### config.mk
export PLATFORM = sky130hd
export DESIGN_NAME = axi_lite_master
export DESIGN_NICKNAME = d
export VERILOG_FILES = /design/src/rtl/axi_lite_pkg.sv /design/src/rtl/axi_lite_master.sv
export SDC_FILE = /design/constraint.sdc
export NUM_CORES = 1
export LEC_CHECK = 0
export BUFFER_PORTS_ARGS = -buffer_cell sky130_fd_sc_hd__buf_2
export CELL_PAD_IN_SITES_DETAIL_PLACEMENT = 0
export CELL_PAD_IN_SITES_GLOBAL_PLACEMENT = 1
export CORE_ASPECT_RATIO = 0.6
export CORE_MARGIN = 1
export CORE_UTILIZATION = 34
export DETAILED_ROUTE_END_ITERATION = 8
export PLACE_DENSITY_LB_ADDON = 0.1
export SETUP_SLACK_MARGIN = 0.1
export SYNTH_ARGS = -nofsm -noshare
export SYNTH_HDL_FRONTEND = slang
export SYNTH_SLANG_ARGS = --single-unit
### constraint.sdc
create_clock -name ACLK -period 1.78 [get_ports ACLK]
set_input_delay 0.178 -clock ACLK [delete_from_list [all_inputs] [get_ports ACLK]]
set_output_delay 0.178 -clock ACLK [all_outputs]
set_load 0.01 [all_outputs]
### src/rtl/axi_lite_pkg.sv
// Shared definitions for the AXI-Lite initiator: FSM encoding, response codes
// and the register map of the CPU's AXI-Lite slave.
package axi_lite_pkg;

  localparam logic [2:0] ST_IDLE    = 3'd0;
  localparam logic [2:0] ST_WR_AW_W = 3'd1;
  localparam logic [2:0] ST_WR_B    = 3'd2;
  localparam logic [2:0] ST_RD_AR   = 3'd3;
  localparam logic [2:0] ST_RD_R    = 3'd4;
  localparam logic [2:0] ST_RSP     = 3'd5;

  typedef enum logic [2:0] {
    S_IDLE    = ST_IDLE,
    S_WR_AW_W = ST_WR_AW_W,
    S_WR_B    = ST_WR_B,
    S_RD_AR   = ST_RD_AR,
    S_RD_R    = ST_RD_R,
    S_RSP     = ST_RSP
  } state_t;

  localparam logic [1:0] RESP_OKAY   = 2'b00;
  localparam logic [1:0] RESP_EXOKAY = 2'b01;
  localparam logic [1:0] RESP_SLVERR = 2'b10;
  localparam logic [1:0] RESP_DECERR = 2'b11;

  localparam logic [31:0] REG_CTRL       = 32'h00;
  localparam logic [31:0] REG_STATUS     = 32'h04;
  localparam logic [31:0] REG_PC         = 32'h08;
  localparam logic [31:0] REG_ALU_RESULT = 32'h0C;
  localparam logic [31:0] REG_CMP        = 32'h10;

endpackage

### src/rtl/axi_lite_master.sv
// Single-outstanding AXI-Lite initiator bridging a command/response stream to AXI-Lite.
// Optional per-phase wait timeout is enabled by defining AXIM_TIMEOUT_EN.
module axi_lite_master
  import axi_lite_pkg::*;
#(
  parameter int ADDR_W      = 32,
  parameter int TIMEOUT_CYC = 256,
  parameter int TO_W        = 9
) (
  input  logic              ACLK,
  input  logic              ARESETn,
  input  logic              cmd_valid,
  output logic              cmd_ready,
  input  logic              cmd_write,
  input  logic [ADDR_W-1:0] cmd_addr,
  input  logic [31:0]       cmd_wdata,
  input  logic [3:0]        cmd_wstrb,
  output logic              rsp_valid,
  input  logic              rsp_ready,
  output logic [31:0]       rsp_rdata,
  output logic [1:0]        rsp_resp,
  output logic              rsp_timeout,
  output logic              busy,
  output logic [ADDR_W-1:0] M_AXI_AWADDR,
  output logic              M_AXI_AWVALID,
  input  logic              M_AXI_AWREADY,
  output logic [31:0]       M_AXI_WDATA,
  output logic [3:0]        M_AXI_WSTRB,
  output logic              M_AXI_WVALID,
  input  logic              M_AXI_WREADY,
  input  logic [1:0]        M_AXI_BRESP,
  input  logic              M_AXI_BVALID,
  output logic              M_AXI_BREADY,
  output logic [ADDR_W-1:0] M_AXI_ARADDR,
  output logic              M_AXI_ARVALID,
  input  logic              M_AXI_ARREADY,
  input  logic [31:0]       M_AXI_RDATA,
  input  logic [1:0]        M_AXI_RRESP,
  input  logic              M_AXI_RVALID,
  output logic              M_AXI_RREADY
);

  if (TIMEOUT_CYC >= (1 << TO_W)) begin : g_to_w_check
    $error("TO_W too narrow to count TIMEOUT_CYC");
  end

  state_t            state;
  logic [ADDR_W-1:0] addr;
  logic [31:0]       wdata;
  logic [3:0]        wstrb;
  logic              awvalid, wvalid, bready, arvalid, rready;
  logic              aw_done, w_done;
  logic              timed_out;

  logic aw_hs, w_hs, b_hs, ar_hs, r_hs;
  logic advance, expire;

  assign aw_hs = awvalid & M_AXI_AWREADY;
  assign w_hs  = wvalid  & M_AXI_WREADY;
  assign b_hs  = bready  & M_AXI_BVALID;
  assign ar_hs = arvalid & M_AXI_ARREADY;
  assign r_hs  = rready  & M_AXI_RVALID;

  // advance: the current wait state completes its handshake this cycle
  always_comb begin
    advance = 1'b0;
    unique case (state)
      S_WR_AW_W: advance = (aw_done | aw_hs) & (w_done | w_hs);
      S_WR_B:    advance = b_hs;
      S_RD_AR:   advance = ar_hs;
      S_RD_R:    advance = r_hs;
      default:   advance = 1'b0;
    endcase
  end

`ifdef AXIM_TIMEOUT_EN
  logic [TO_W-1:0] to_cnt;
  logic            waiting;

  assign waiting = (state == S_WR_AW_W) || (state == S_WR_B) ||
                   (state == S_RD_AR)   || (state == S_RD_R);
  assign expire  = waiting && (to_cnt == TO_W'(TIMEOUT_CYC - 1));

  // Counter is zero whenever a wait state is entered since it clears on every exit.
  always_ff @(posedge ACLK or negedge ARESETn) begin
    if (!ARESETn) begin
      to_cnt <= '0;
    end else if (!waiting || advance || expire) begin
      to_cnt <= '0;
    end else begin
      to_cnt <= to_cnt + 1'b1;
    end
  end
`else
  assign expire = 1'b0;
`endif

  always_ff @(posedge ACLK or negedge ARESETn) begin
    if (!ARESETn) begin
      state     <= S_IDLE;
      addr      <= '0;
      wdata     <= '0;
      wstrb     <= '0;
      awvalid   <= 1'b0;
      wvalid    <= 1'b0;
      bready    <= 1'b0;
      arvalid   <= 1'b0;
      rready    <= 1'b0;
      aw_done   <= 1'b0;
      w_done    <= 1'b0;
      rsp_valid <= 1'b0;
      rsp_rdata <= '0;
      rsp_resp  <= '0;
      timed_out <= 1'b0;
    end else begin
      unique case (state)
        S_IDLE: begin
          if (cmd_valid) begin
            addr    <= cmd_addr;
            wdata   <= cmd_wdata;
            wstrb   <= cmd_wstrb;
            aw_done <= 1'b0;
            w_done  <= 1'b0;
            if (cmd_write) begin
              awvalid <= 1'b1;
              wvalid  <= 1'b1;
              state   <= S_WR_AW_W;
            end else begin
              arvalid <= 1'b1;
              state   <= S_RD_AR;
            end
          end
        end
        S_WR_AW_W: begin
          if (aw_hs) begin
            awvalid <= 1'b0;
            aw_done <= 1'b1;
          end
          if (w_hs) begin
            wvalid <= 1'b0;
            w_done <= 1'b1;
          end
          if (advance) begin
            bready <= 1'b1;
            state  <= S_WR_B;
          end else if (expire) begin
            awvalid   <= 1'b0;
            wvalid    <= 1'b0;
            rsp_rdata <= '0;
            rsp_resp  <= RESP_SLVERR;
            timed_out <= 1'b1;
            rsp_valid <= 1'b1;
            state     <= S_RSP;
          end
        end
        S_WR_B: begin
          if (advance || expire) begin
            bready    <= 1'b0;
            rsp_rdata <= '0;
            rsp_resp  <= advance ? M_AXI_BRESP : RESP_SLVERR;
            timed_out <= !advance;
            rsp_valid <= 1'b1;
            state     <= S_RSP;
          end
        end
        S_RD_AR: begin
          if (advance) begin
            arvalid <= 1'b0;
            rready  <= 1'b1;
            state   <= S_RD_R;
          end else if (expire) begin
            arvalid   <= 1'b0;
            rsp_rdata <= '0;
            rsp_resp  <= RESP_SLVERR;
            timed_out <= 1'b1;
            rsp_valid <= 1'b1;
            state     <= S_RSP;
          end
        end
        S_RD_R: begin
          if (advance || expire) begin
            rready    <= 1'b0;
            rsp_rdata <= advance ? M_AXI_RDATA : 32'h0;
            rsp_resp  <= advance ? M_AXI_RRESP : RESP_SLVERR;
            timed_out <= !advance;
            rsp_valid <= 1'b1;
            state     <= S_RSP;
          end
        end
        S_RSP: begin
          if (rsp_ready) begin
            rsp_valid <= 1'b0;
            state     <= S_IDLE;
          end
        end
        default: state <= S_IDLE;
      endcase
    end
  end

  assign cmd_ready     = ARESETn && (state == S_IDLE);
  assign busy          = (state != S_IDLE);
  assign rsp_timeout   = timed_out;
  assign M_AXI_AWADDR  = addr;
  assign M_AXI_AWVALID = awvalid;
  assign M_AXI_WDATA   = wdata;
  assign M_AXI_WSTRB   = wstrb;
  assign M_AXI_WVALID  = wvalid;
  assign M_AXI_BREADY  = bready;
  assign M_AXI_ARADDR  = addr;
  assign M_AXI_ARVALID = arvalid;
  assign M_AXI_RREADY  = rready;

endmodule

* Yosys cells after proc, flatten, opt, wreduce, memory -nomap -nowiden
Cells that the tools add are included.
Operators by class: equal/unequal tests 16, mux-type cells 34, bitwise gates (word level) 8, reduce and logical (&&, ||, !) cells 23
Operator list (number):
- two-way mux 32 bit | 2
- one-hot mux 32 bit (2 select lines) | 1
- != test 2 bit (second input constant) | 10
- AND reduction 3 bit | 6
- one-hot mux 1 bit (2 select lines) | 8
- two-way mux 3 bit | 5
- one-hot mux 3 bit (5 select lines) | 1
- two-way mux 1 bit | 12
- AND reduction 4 bit | 3
- nonzero test 2 bit | 6
- AND 1 bit | 6
- == test 3 x 2 -> 1 bit (second input constant) | 2
- == test 3 bit (second input constant) | 2
- two-way mux 2 bit | 3
- AND reduction 5 bit | 1
- one-hot mux 1 bit (4 select lines) | 1
- one-hot mux 2 bit (2 select lines) | 1
- AND reduction 2 bit | 2
- == test 3 x 1 -> 1 bit (second input constant) | 1
- logical NOT 3 bit | 1
- nonzero test 3 bit | 1
- != test 2 x 1 -> 1 bit (second input constant) | 1
- bitwise OR 1 bit | 2
- OR reduction 2 bit | 1
- 2 further kinds | 2
Storage, ports and cells: flip-flop bits (word level) 114, word-level logic and storage cells 96

* Logic depth before layout (Yosys ltp)
Gate-level depths: netlist of run 1.
word-level depth 6, depth in mapped cells 7, mapped depth without buffers 4

* Worst setup path after synthesis of run 1
No wires, ideal clock.
path kind reg2reg, from register state[0], to register addr[0] (netlist: M_AXI_ARADDR[0]), data arrival time 1453 ps, data required time 1655 ps, path slack 202 ps, stages on the path, launching flop included 7, buffers on the path 3, path through dfrtp_1 -> buf_6 -> nor3_2 -> and2_4 -> buf_6 -> buf_8 -> mux2_4
On the way: longest elaborated chain between the ends 2
Ends and longest elaborated chain:
- start: declaration | line axi_lite_master.sv:47 | state_t state;
- start signal: assignment | line axi_lite_master.sv:100 | state <= S_IDLE;
- start signal: assignment | line axi_lite_master.sv:127 | state <= S_WR_AW_W;
- start signal: assignment | line axi_lite_master.sv:130 | state <= S_RD_AR;
- logical NOT 3 bit | line axi_lite_master.sv:116 | unique case (state)
- AND reduction 2 bit (no source line)
- end signal: assignment | line axi_lite_master.sv:119 | addr <= cmd_addr;
- end: declaration | line axi_lite_master.sv:48 | logic [ADDR_W-1:0] addr;
No other way between the ends. A chain may end at the register's enable or synchronous reset.

* Final worst setup path of run 1
from register state[0], to register addr[5] (netlist: M_AXI_ARADDR[5])
The elaborated chain is that of the path after synthesis.

==> results.md, run 1 <==
* Leakage power at slightly above 4 nW
* Vias per cell at roughly 4.4
* H-Tree Depth at 4
* Unrepaired setup endpoints after global routing: true
* Antenna diodes at 0
* Share of layout cells above drive strength 1 at 56.2%
* Routed WL at 13,500 um
* Port bufs at 256
* Post-synthesis sequential area ratio at 57.1%
* Final Hold Vio Count at 0
* Clk sink count at between 100 and 150
* First-pass GRT wire length at about 20,000 um
* Synthesized instance count at ~330
* Cell with the largest stage delay on the worst path: dfrtp_2
* Hold WC Path Type: in -> reg
* Post-Syn Area at 4990 um2
* Maxcap violations at 0
* Final core utilization at between 50% and 60%
* Synth Net Count at ~440
* Worst EP required at 2.06 ns
* Worst path cell trace: nor3_4 > and2_4 > buf_12 > mux2_4
* Final slew viol count at 0
* Most frequent cell after synthesis: dfrtp_1
* Clk slew on worst S/H paths at 0.05 ns
* DRT iter0 DRCs at roughly 130
* Final setup viols at 0
* Run status: finished clean
* DIE AREA at 15,200 um2
* Final worst-path cycle share at roughly 91%
* Placed Instance Area at 6280 um2
* DR vias at 3,823
* Largest net degree at the start of global routing at 115
* Post-synth EDFFs at 0
* Synth area leaders: dfrtp_1 57%, mux2_4 20%, a22o_1 6.0%
* Skew-Pair Late Insertion Delay at 0.40 ns
* Startpoint types: flip-flop
* Post-synth top area cell: dfrtp_1
* Synth cell count leaders: 114 x dfrtp_1, 66 x mux2_4, 34 x a22o_1, 32 x buf_4, 7 x buf_6
* GRT Residual Overflow at 0
* Setup_tns at 0 ns
* Worst Setup Path Type: reg -> reg
* CP max stage delay at 0.44 ns
* Residual DRC at 0
* Max frequency at 621 MHz
* Synth warn at 0
* Tot GR Track Use at 17.6%
* Initial antenna violation count at 0
* Synthesized area per cell at 15.4 um2
* Hold slack at 0.0182 ns
* Worst rel slew slack at 59.6%
* Area delta synth->final at 59.6%
* Prevailing post-synth register cell: dfrtp_1
* Vias in the first global route at ~3,800
* Maximum root-to-sink buffer count at 2
* Initial core utilization at between 30 and 40%
* Share of async-settable or async-resettable flops after synthesis at 100%
* DP Wirelength at 8700 um
* Clk root buf: clkbuf_16
* Die Wd at 158 um
* I/O pin count at 257
* CTS tree: done
* Period minus WS final at between 1.5 and 2 ns
* #FFs+latches synth at roughly 110
* Post-route cell area at 7970 um2
* DRT Pass-1 Iters at 4
* Drt wl/cell at between 15 and 20 um
* Least-Margin Pin Slew at a little over 0.6 ns
* Die height at 95.9 um
* Worst-path fanout max at 20
* Area share of the largest cell type after synthesis at 57.1%
* Antenna violation net count after detailed routing at 0
* Worst Skew at around 0.0046 ns
* Core footprint at roughly 14,000 um2
* Crit end category: flip-flop
* Nets at 783
* GP Congestion at 0.731
* Distinct cells, synth at 34
* Power Dens Cells at 1780 nW/um2
* CP arrival at around 1.9 ns
* Max IR drop VDD at 0.000876 V
* Site row count at 33
* CTS buffer count at 17
==> logic make-up (layout without fill, tap and decap cells) <==
group           count (synthesis)  in the layout  share of synthesized area, %
flops                         114            114                          57.1
mux                            71             71                          20.9
buf+inv                        56            413                          9.15
compound gates                 54             54                          8.85
simple gates                   30             30                          3.96
==> power by group <==
| part | internal [W] | switching [W] | leakage (nW) | total, W |
|---|---|---|---|---|
| combinational | 0.00338 | 0.00263 | 2.38 | 0.00601 |
| clock | 0.00244 | 0.00117 | 0.306 | 0.00362 |
| sequential | 0.00379 | 0.000799 | 1.40 | 0.00459 |
| total | 0.00961 | 0.00461 | 4.09 | 0.0142 |
==> sequential cells by signal (all words and copies together), names as in the netlist <==
signal         flops
M_AXI_WSTRB        4
aw_done            1
rsp_timeout        1
M_AXI_RREADY       1
M_AXI_ARADDR      32
state              3
M_AXI_WVALID       1
M_AXI_AWVALID      1
M_AXI_BREADY       1
w_done             1
rsp_valid          1
M_AXI_ARVALID      1
rsp_rdata         32
rsp_resp           2
M_AXI_WDATA       32
==> layout make-up <==
class | instances | area [um2]
clock inverter | 10 | 155
clock buffer | 22 | 474
timing repair buffer | 376 | 2520
fill | 1139 | 6030
sequential | 114 | 2850
multi-input combinational | 155 | 1700
tap | 192 | 240
inverter | 5 | 18.8
==> metal layers <==
metal  track usage, %  part of all wire (%)
met5                0                     0
met3             5.81                   6.7
met4             5.53                  0.71
met2             28.6                    47
met1             22.2                    45
==> critical path: cells and delay by family (launching register included) <==
kind | cells | cell delay, ns
buffers and inverters | 1 | 0.22
and+or+nand+nor | 2 | 0.50
DFF | 1 | 0.44
muxes | 1 | 0.31
==> final timing paths <==
check | startpoint | to | slack [ns] | cells past startpoint
max | state[0] | M_AXI_ARADDR[5] | 0.17 | 4
min | cmd_wstrb[3] | M_AXI_WSTRB[3] | 0.02 | 2
max reg2reg | state[0] | M_AXI_ARADDR[5] | 0.17 | 4
min reg2reg | M_AXI_WDATA[12] | M_AXI_WDATA[12] | 0.48 | 1
max in group asynchronous | ARESETn | M_AXI_ARADDR[3] | 0.87 | 3
min in group asynchronous | ARESETn | rsp_resp[1] | 0.48 | 3
==> cell usage in the layout, fill, tap and decap left out, drive strengths merged, types with 4 or more instances in the layout <==
| cell | Yosys | layout |
|---|---|---|
| buf | 50 | 277 |
| dfrtp | 114 | 114 |
| dlygate4sd3 | 0 | 99 |
| mux2 | 69 | 69 |
| a22o | 34 | 34 |
| clkbuf | 1 | 22 |
| a21oi | 6 | 6 |
| inv | 5 | 5 |
| and2 | 5 | 5 |
| o21ai | 5 | 5 |
| nand2b | 4 | 4 |
| nand2 | 4 | 4 |
| nor2 | 4 | 4 |
| clkinv | 0 | 4 |
| bufinv | 0 | 4 |
==> what timing repair did <==
action | in CTS | in global routing
hold endpoints to repair | 211 | 1
setup endpoints to repair | 0 | 47
setup buffers | 0 | 4
gates resized for setup | 0 | 10
hold buffers | 98 | 1
==> metrics by stage <==
stage               power (W)  setup slack [ns]  cells
global route           0.0151            0.0772    874
floorplan             0.00859             0.202    325
finish                 0.0142             0.168    874
CTS                    0.0142             0.130    869
detailed placement     0.0103             0.150    739
global placement       0.0103             0.196    739
Note: power is estimated with default switching activity, not from simulation.
==> run 2: changes to the inputs <==
--- a/config.mk
+++ b/config.mk
@@ -10,8 +10,9 @@
 export CELL_PAD_IN_SITES_GLOBAL_PLACEMENT = 1
 export CORE_ASPECT_RATIO = 0.6
 export CORE_MARGIN = 1
-export CORE_UTILIZATION = 34
+export CORE_UTILIZATION = 30
 export DETAILED_ROUTE_END_ITERATION = 8
+export HOLD_SLACK_MARGIN = 0.12
 export PLACE_DENSITY_LB_ADDON = 0.1
 export SETUP_SLACK_MARGIN = 0.1
 export SYNTH_ARGS = -nofsm -noshare
==> results.md, run 2 (same netlist as run 1, synthesis figures left out) <==
* Run status: finished clean
* Period minus WS final at 1.66 ns (+0.0440 ns)
* FF+latch area at 2860 um2 (about the same)
* Reg-to-reg startpoint: state[2]
* Multi-input logic area at 1700 um2 (about the same)
* Antenna diodes at 0 (unchanged)
* Vias in the first global route at 3,832 (+0.026%)
* Total power at 0.0142 W (+0.10%)
* Residual DRC at 0 (unchanged)
* Routed WL at 14,100 um (+4.5%)
* Worst Setup Path Type: reg -> reg
* DRT Pass-1 Iters at 4 (unchanged)
* Final worst-path cycle share at 93.0% (+2.5 points)
* Least-Margin Pin Slew at 0.372 ns (-0.235 ns)
* Worst rel slew slack at 75.2% (+16 points)
* Maxcap violations at 0 (unchanged)
* Skew-Pair Late Insertion Delay at 0.41 ns (about the same)
* Share of layout cells above drive strength 1 at 55.5% (-0.62 points)
* Most frequent cells in the layout: 254 x buf_2, 112 x dfrtp_1, 109 x dlygate4sd3_1, 66 x mux2_4, 34 x a22o_1
* Commonest non-fill, non-tap cell in the layout: buf_2
* FF-to-FF End: state[1]
* Worst-path fanout max at 7 (-65%)
* Final setup viols at 0 (unchanged)
* GRT Residual Overflow at 0 (unchanged)
* First-pass GRT wire length at 20,700 um (+4.1%)
* Met1 WL at 6660 um (+9.1%)
* Final slew viol count at 0 (unchanged)
* Maximum root-to-sink buffer count at 2 (unchanged)
* Max IR drop VDD at 0.000648 V (-26%)
* Initial antenna violation count at 0 (unchanged)
* Top Layer Used: met4
* CP max stage delay at 0.46 ns (+0.02 ns)
* DRT iter0 DRCs at 163 (+27%)
* Hold slack at 0.185 ns (+0.167 ns)
* Largest net degree at the start of global routing at 56 (-51%)
* Worst Skew at 0.0133 ns (+0.00863 ns)
* DR WL met3 at 934 um (+3.2%)
* Worst path cell trace: buf_4 > nand3b_1 > o2bb2a_4 > a21boi_2 > mux2_4
* DR vias at 3,892 (+1.8%)
* Power Dens Cells at 1750 nW/um2 (-1.9%)
* Nets at 796 (+1.7%)
* Unrepaired setup endpoints after global routing: true
* Site row count at 36 (+9.1%)
* Antenna violation net count after detailed routing at 0 (unchanged)
* R2R depth at 5 (+1)
* H-Tree Depth at 4 (unchanged)
* Met2 WL at 6300 um (-0.77%)
* Clk sink count at 114 (unchanged)
* Hold WC Path Type: in -> async
* Fillers at 1,444 (+27%)
* DP Wirelength at 8940 um (+2.7%)
* Core footprint at 16,300 um2 (+16%)
* Drt wl/cell at 15.2 um (-1.1%)
* Die Wd at 169 um (+6.4%)
* DIE AREA at 17,200 um2 (+13%)
* Clk slew on worst S/H paths at 0.06 ns (about the same)
* Area delta synth->final at 62.9%
* Vias per cell at 4.22 (-3.6%)
* CTS buffer count at 17 (unchanged)
* I/O pin count at 257 (unchanged)
* Tot GR Track Use at 15.9% (-1.7 points)
* Clk root buf: clkbuf_16
* Worst EP required at 2.06 ns (about the same)
* Port bufs at 256 (unchanged)
* Reg2reg setup slack at 0.12 ns (-0.04 ns)
* CP arrival at 1.93 ns (+0.04 ns)
* Final Hold Vio Count at 0 (unchanged)
* GP Congestion at 0.741 (+1.4%)
* Initial core utilization at 30.7% (-5.0 points)
* Leakage power at 4.13 nW (+1.1%)
* CTS tree: done
* Crit end category: flip-flop
* Cell with the largest stage delay on the worst path: dfrtp_1
* Max frequency at 604 MHz (-2.7%)
* Startpoint types: flip-flop
* Setup_tns at 0 ns (unchanged)
* Die height at 102 um (+6.3%)
[run 2: cell count changes in the layout (fill, tap and decap cells not counted), sizes merged]
cell,before,now
clkinv,4,6
clkbuf,22,21
inv,5,6
dlygate4sd3,99,109
and2,5,6
[run 2: final cells by class]
type / count / share of cell area [%]
clock buffer: 19 / 5.32
clock inverter: 13 / 2.28
inverter: 5 / 0.231
multi-input combinational: 156 / 20.9
sequential: 114 / 35.1
tap: 228 / 3.51
timing repair buffer: 388 / 32.7
[run 2: metal layers]
layer | global-route usage, % | vias up
met3 | 5.07 | 13
met4 | 6.08 | 0
met2 | 23.9 | 171
met1 | 21.4 | 1868
met5 | 0 | -
li1 | - | 1840
[run 2: metrics by stage]
stage          setup slack [ns]  cell area [um2]  instances  utilization (%)
5_1_grt                  0.0492             8140        923             50.0
2_1_floorplan             0.202             4990        325                -
3_3_place_gp              0.172             6290        774             38.7
4_1_cts                  0.0945             7990        914             49.2
6_report                  0.124             8140        923             50.0
3_5_place_dp              0.117             6290        774             38.7
[run 2: timing repair]
item,CTS,global route
setup endpoints to repair,1,104
hold buffers,108,1
gates resized for setup,0,9
gates cloned,0,4
setup buffers,0,4
endpoints found under the hold margin,222,1
pin swaps,0,5
[run 2: critical path: cells and delay by family (launching register included)]
| family | cells | cell delay [ns] |
|---|---|---|
| AOI/OAI and AO/OA | 2 | 0.39 |
| buffers and inverters | 1 | 0.20 |
| and+or+nand+nor | 1 | 0.19 |
| DFF | 1 | 0.46 |
| muxes | 1 | 0.30 |
[run 2: how the worst max path moves through the flow]
stage                         from  slack (ns)              end
after floorplan           state[0]        0.20  M_AXI_ARADDR[0]
after global routing      state[0]        0.05         state[1]
after detailed placement  state[2]        0.12  M_AXI_WDATA[13]
after CTS                 state[2]        0.09  M_AXI_WDATA[13]
final                     state[2]        0.12         state[1]
after global placement    state[2]        0.17  M_AXI_WDATA[13]
[run 2: where the power goes]
part           total, W  switching [W]  internal (W)  leakage [nW]
combinational   0.00603        0.00264       0.00340          2.43
clock           0.00359        0.00125       0.00235         0.297
sequential      0.00461       0.000817       0.00379          1.40
==> run 3: changes to the inputs <==
--- a/config.mk
+++ b/config.mk
@@ -10,7 +10,7 @@
 export CELL_PAD_IN_SITES_GLOBAL_PLACEMENT = 1
 export CORE_ASPECT_RATIO = 0.6
 export CORE_MARGIN = 1
-export CORE_UTILIZATION = 30
+export CORE_UTILIZATION = 35
 export DETAILED_ROUTE_END_ITERATION = 8
 export HOLD_SLACK_MARGIN = 0.12
 export PLACE_DENSITY_LB_ADDON = 0.1
==> results.md, run 3 (same netlist as run 1, synthesis figures left out) <==
* Run status: finished clean
* Final worst-path cycle share at 90.8% (-2.2 points)
* Tot GR Track Use at 18.5% (+2.6 points)
* Maximum root-to-sink buffer count at 2 (unchanged)
* DP Wirelength at 8440 um (-5.6%)
* Die height at 94.5 um (-7.3%)
* Setup_tns at 0 ns (unchanged)
* Vias in the first global route at 3,902 (+1.8%)
* Final slew viol count at 0 (unchanged)
* H-Tree Depth at 4 (unchanged)
* Reg-to-reg startpoint: state[1]
* Vias per cell at 4.35 (+3.1%)
* CP arrival at 1.90 ns (-0.03 ns)
* CTS buffer count at 17 (unchanged)
* Area delta synth->final at 60.4%
* Unrepaired setup endpoints after global routing: false
* Site row count at 33 (-8.3%)
* Max IR drop VDD at 0.000792 V (+22%)
* GP Congestion at 0.714 (-3.8%)
* Drt wl/cell at 15.2 um (-0.28%)
* First-pass GRT wire length at 20,700 um (-0.27%)
* Clk sink count at 114 (unchanged)
* Worst rel slew slack at 59.6% (-16 points)
* Period minus WS final at 1.62 ns (-0.0397 ns)
* Crit end category: flip-flop
* DRT Pass-1 Iters at 4 (unchanged)
* Worst EP required at 2.06 ns (about the same)
* Largest net degree at the start of global routing at 115 (+110%)
* Non-Filler Instances at 887 (-3.9%)
* I/O pin count at 257 (unchanged)
* Maxcap violations at 0 (unchanged)
* Initial core utilization at 36.2% (+5.5 points)
* Routed WL at 13,500 um (-4.2%)
* FF-to-FF End: state[1]
* Core footprint at 13,800 um2 (-15%)
* Share of layout cells above drive strength 1 at 55.1% (-0.43 points)
* GRT Residual Overflow at 0 (unchanged)
* Worst Skew at 0.00645 ns (-0.00680 ns)
* Worst Setup Path Type: reg -> reg
* Hold slack at 0.182 ns (-0.00319 ns)
* Residual DRC at 0 (unchanged)
* Hold worst-path end: M_AXI_BREADY
* CTS tree: done
* Skew-Pair Late Insertion Delay at 0.40 ns (about the same)
* Power Dens Cells at 1730 nW/um2 (-1.0%)
* Initial antenna violation count at 0 (unchanged)
* Startpoint types: flip-flop
* R2R depth at 5 (unchanged)
* Leakage power at 4.10 nW (-0.64%)
* Final setup viols at 0 (unchanged)
* Max frequency at 619 MHz (+2.5%)
* Port bufs at 256 (unchanged)
* Antenna diodes at 0 (unchanged)
* DIE AREA at 14,800 um2 (-14%)
* Die Wd at 156 um (-7.3%)
* DRT iter0 DRCs at 110 (-33%)
* Placed cells at 738 (-4.7%)
* Antenna violation net count after detailed routing at 0 (unchanged)
* Worst hold path startpoint: M_AXI_BVALID
* Final Hold Vio Count at 0 (unchanged)
* Clk slew on worst S/H paths at 0.05 ns (about the same)
* Reg2reg setup slack at 0.16 ns (+0.04 ns)
* Fillers at 1,151 (-20%)
* Worst-path fanout max at 11 (+4)
* Clk root buf: clkbuf_16
* Least-Margin Pin Slew at 0.606 ns (+0.234 ns)
* Hold WC Path Type: in -> reg
* Nets at 796 (unchanged)
* Hold depth at 4
* Most frequent cells in the layout: 255 x buf_2, 113 x dfrtp_1, 110 x dlygate4sd3_1, 66 x mux2_4, 34 x a22o_1
* DR vias at 3,855 (-0.95%)
* Commonest non-fill, non-tap cell in the layout: buf_2
-- run 3: changes by cell type in the layout (fill, tap and decap cells not counted), moves of 2 or more --
cell,previous run,this run
clkinv_4,3,0
bufinv_16,4,2
clkbuf_16,19,17
clkinv_2,3,5
buf_4,13,16
clkbuf_8,0,3
buf_6,6,3
-- run 3: stage by stage --
| stage | utilization [%] | setup WS (ns) | total power (W) | area, um2 |
|---|---|---|---|---|
| global placement | 45.4 | 0.138 | 0.0102 | 6260 |
| CTS | 57.7 | 0.122 | 0.0139 | 7950 |
| global route | 58.1 | 0.105 | 0.0147 | 8010 |
| floorplan | - | 0.202 | 0.00859 | 4990 |
| finish | 58.1 | 0.164 | 0.0139 | 8010 |
| detailed placement | 45.4 | 0.105 | 0.0102 | 6260 |
-- run 3: worst max path at each step --
stage,startpoint,end,cells past startpoint
floorplan,state[0],M_AXI_ARADDR[0],6
global placement,state[1],rsp_rdata[10],5
detailed placement,state[0],M_AXI_ARADDR[3],4
CTS,state[2],rsp_rdata[21],5
global route,state[0],M_AXI_ARADDR[7],4
finish,state[1],state[1],5
-- run 3: power by group --
part,switching (W),internal (W),leakage (nW)
Sequential,0.000803,0.00379,1.40
Clock,0.00115,0.00216,0.282
Combinational,0.00263,0.00334,2.42
-- run 3: metal layers --
layer	wire length [um]	GRT usage (%)	part of all wire [%]
met4	165	7.43	1.2
met3	943	5.14	7.0
met5	0	0	0
met2	6110	29.3	45
met1	6250	24.2	46
-- run 3: critical path, cell delays in order (launching register included) --
cell and delay (ns):
dfrtp_1 0.39, buf_6 0.16, nor3b_4 0.28, o2bb2a_4 0.20, a21boi_2 0.17, mux2_4 0.30
-- run 3: layout make-up --
class	instances	area, um2	share of cell area, %
clock buffer	22	474	5.92
sequential	114	2850	35.6
inverter	5	18.8	0.234
timing repair buffer	389	2630	32.8
clock inverter	10	108	1.34
multi-input combinational	155	1680	21.0
tap	192	240	3.00
-- run 3: repair_timing --
action / CTS / global route
pin swaps: 1 / 2
buffers inserted: 1 / 6
gates cloned: 0 / 0
hold buffers: 110 / 0
endpoints found under the setup margin: 35 / 80
endpoints found under the hold margin: 223 / 0
resized for setup: 1 / 3
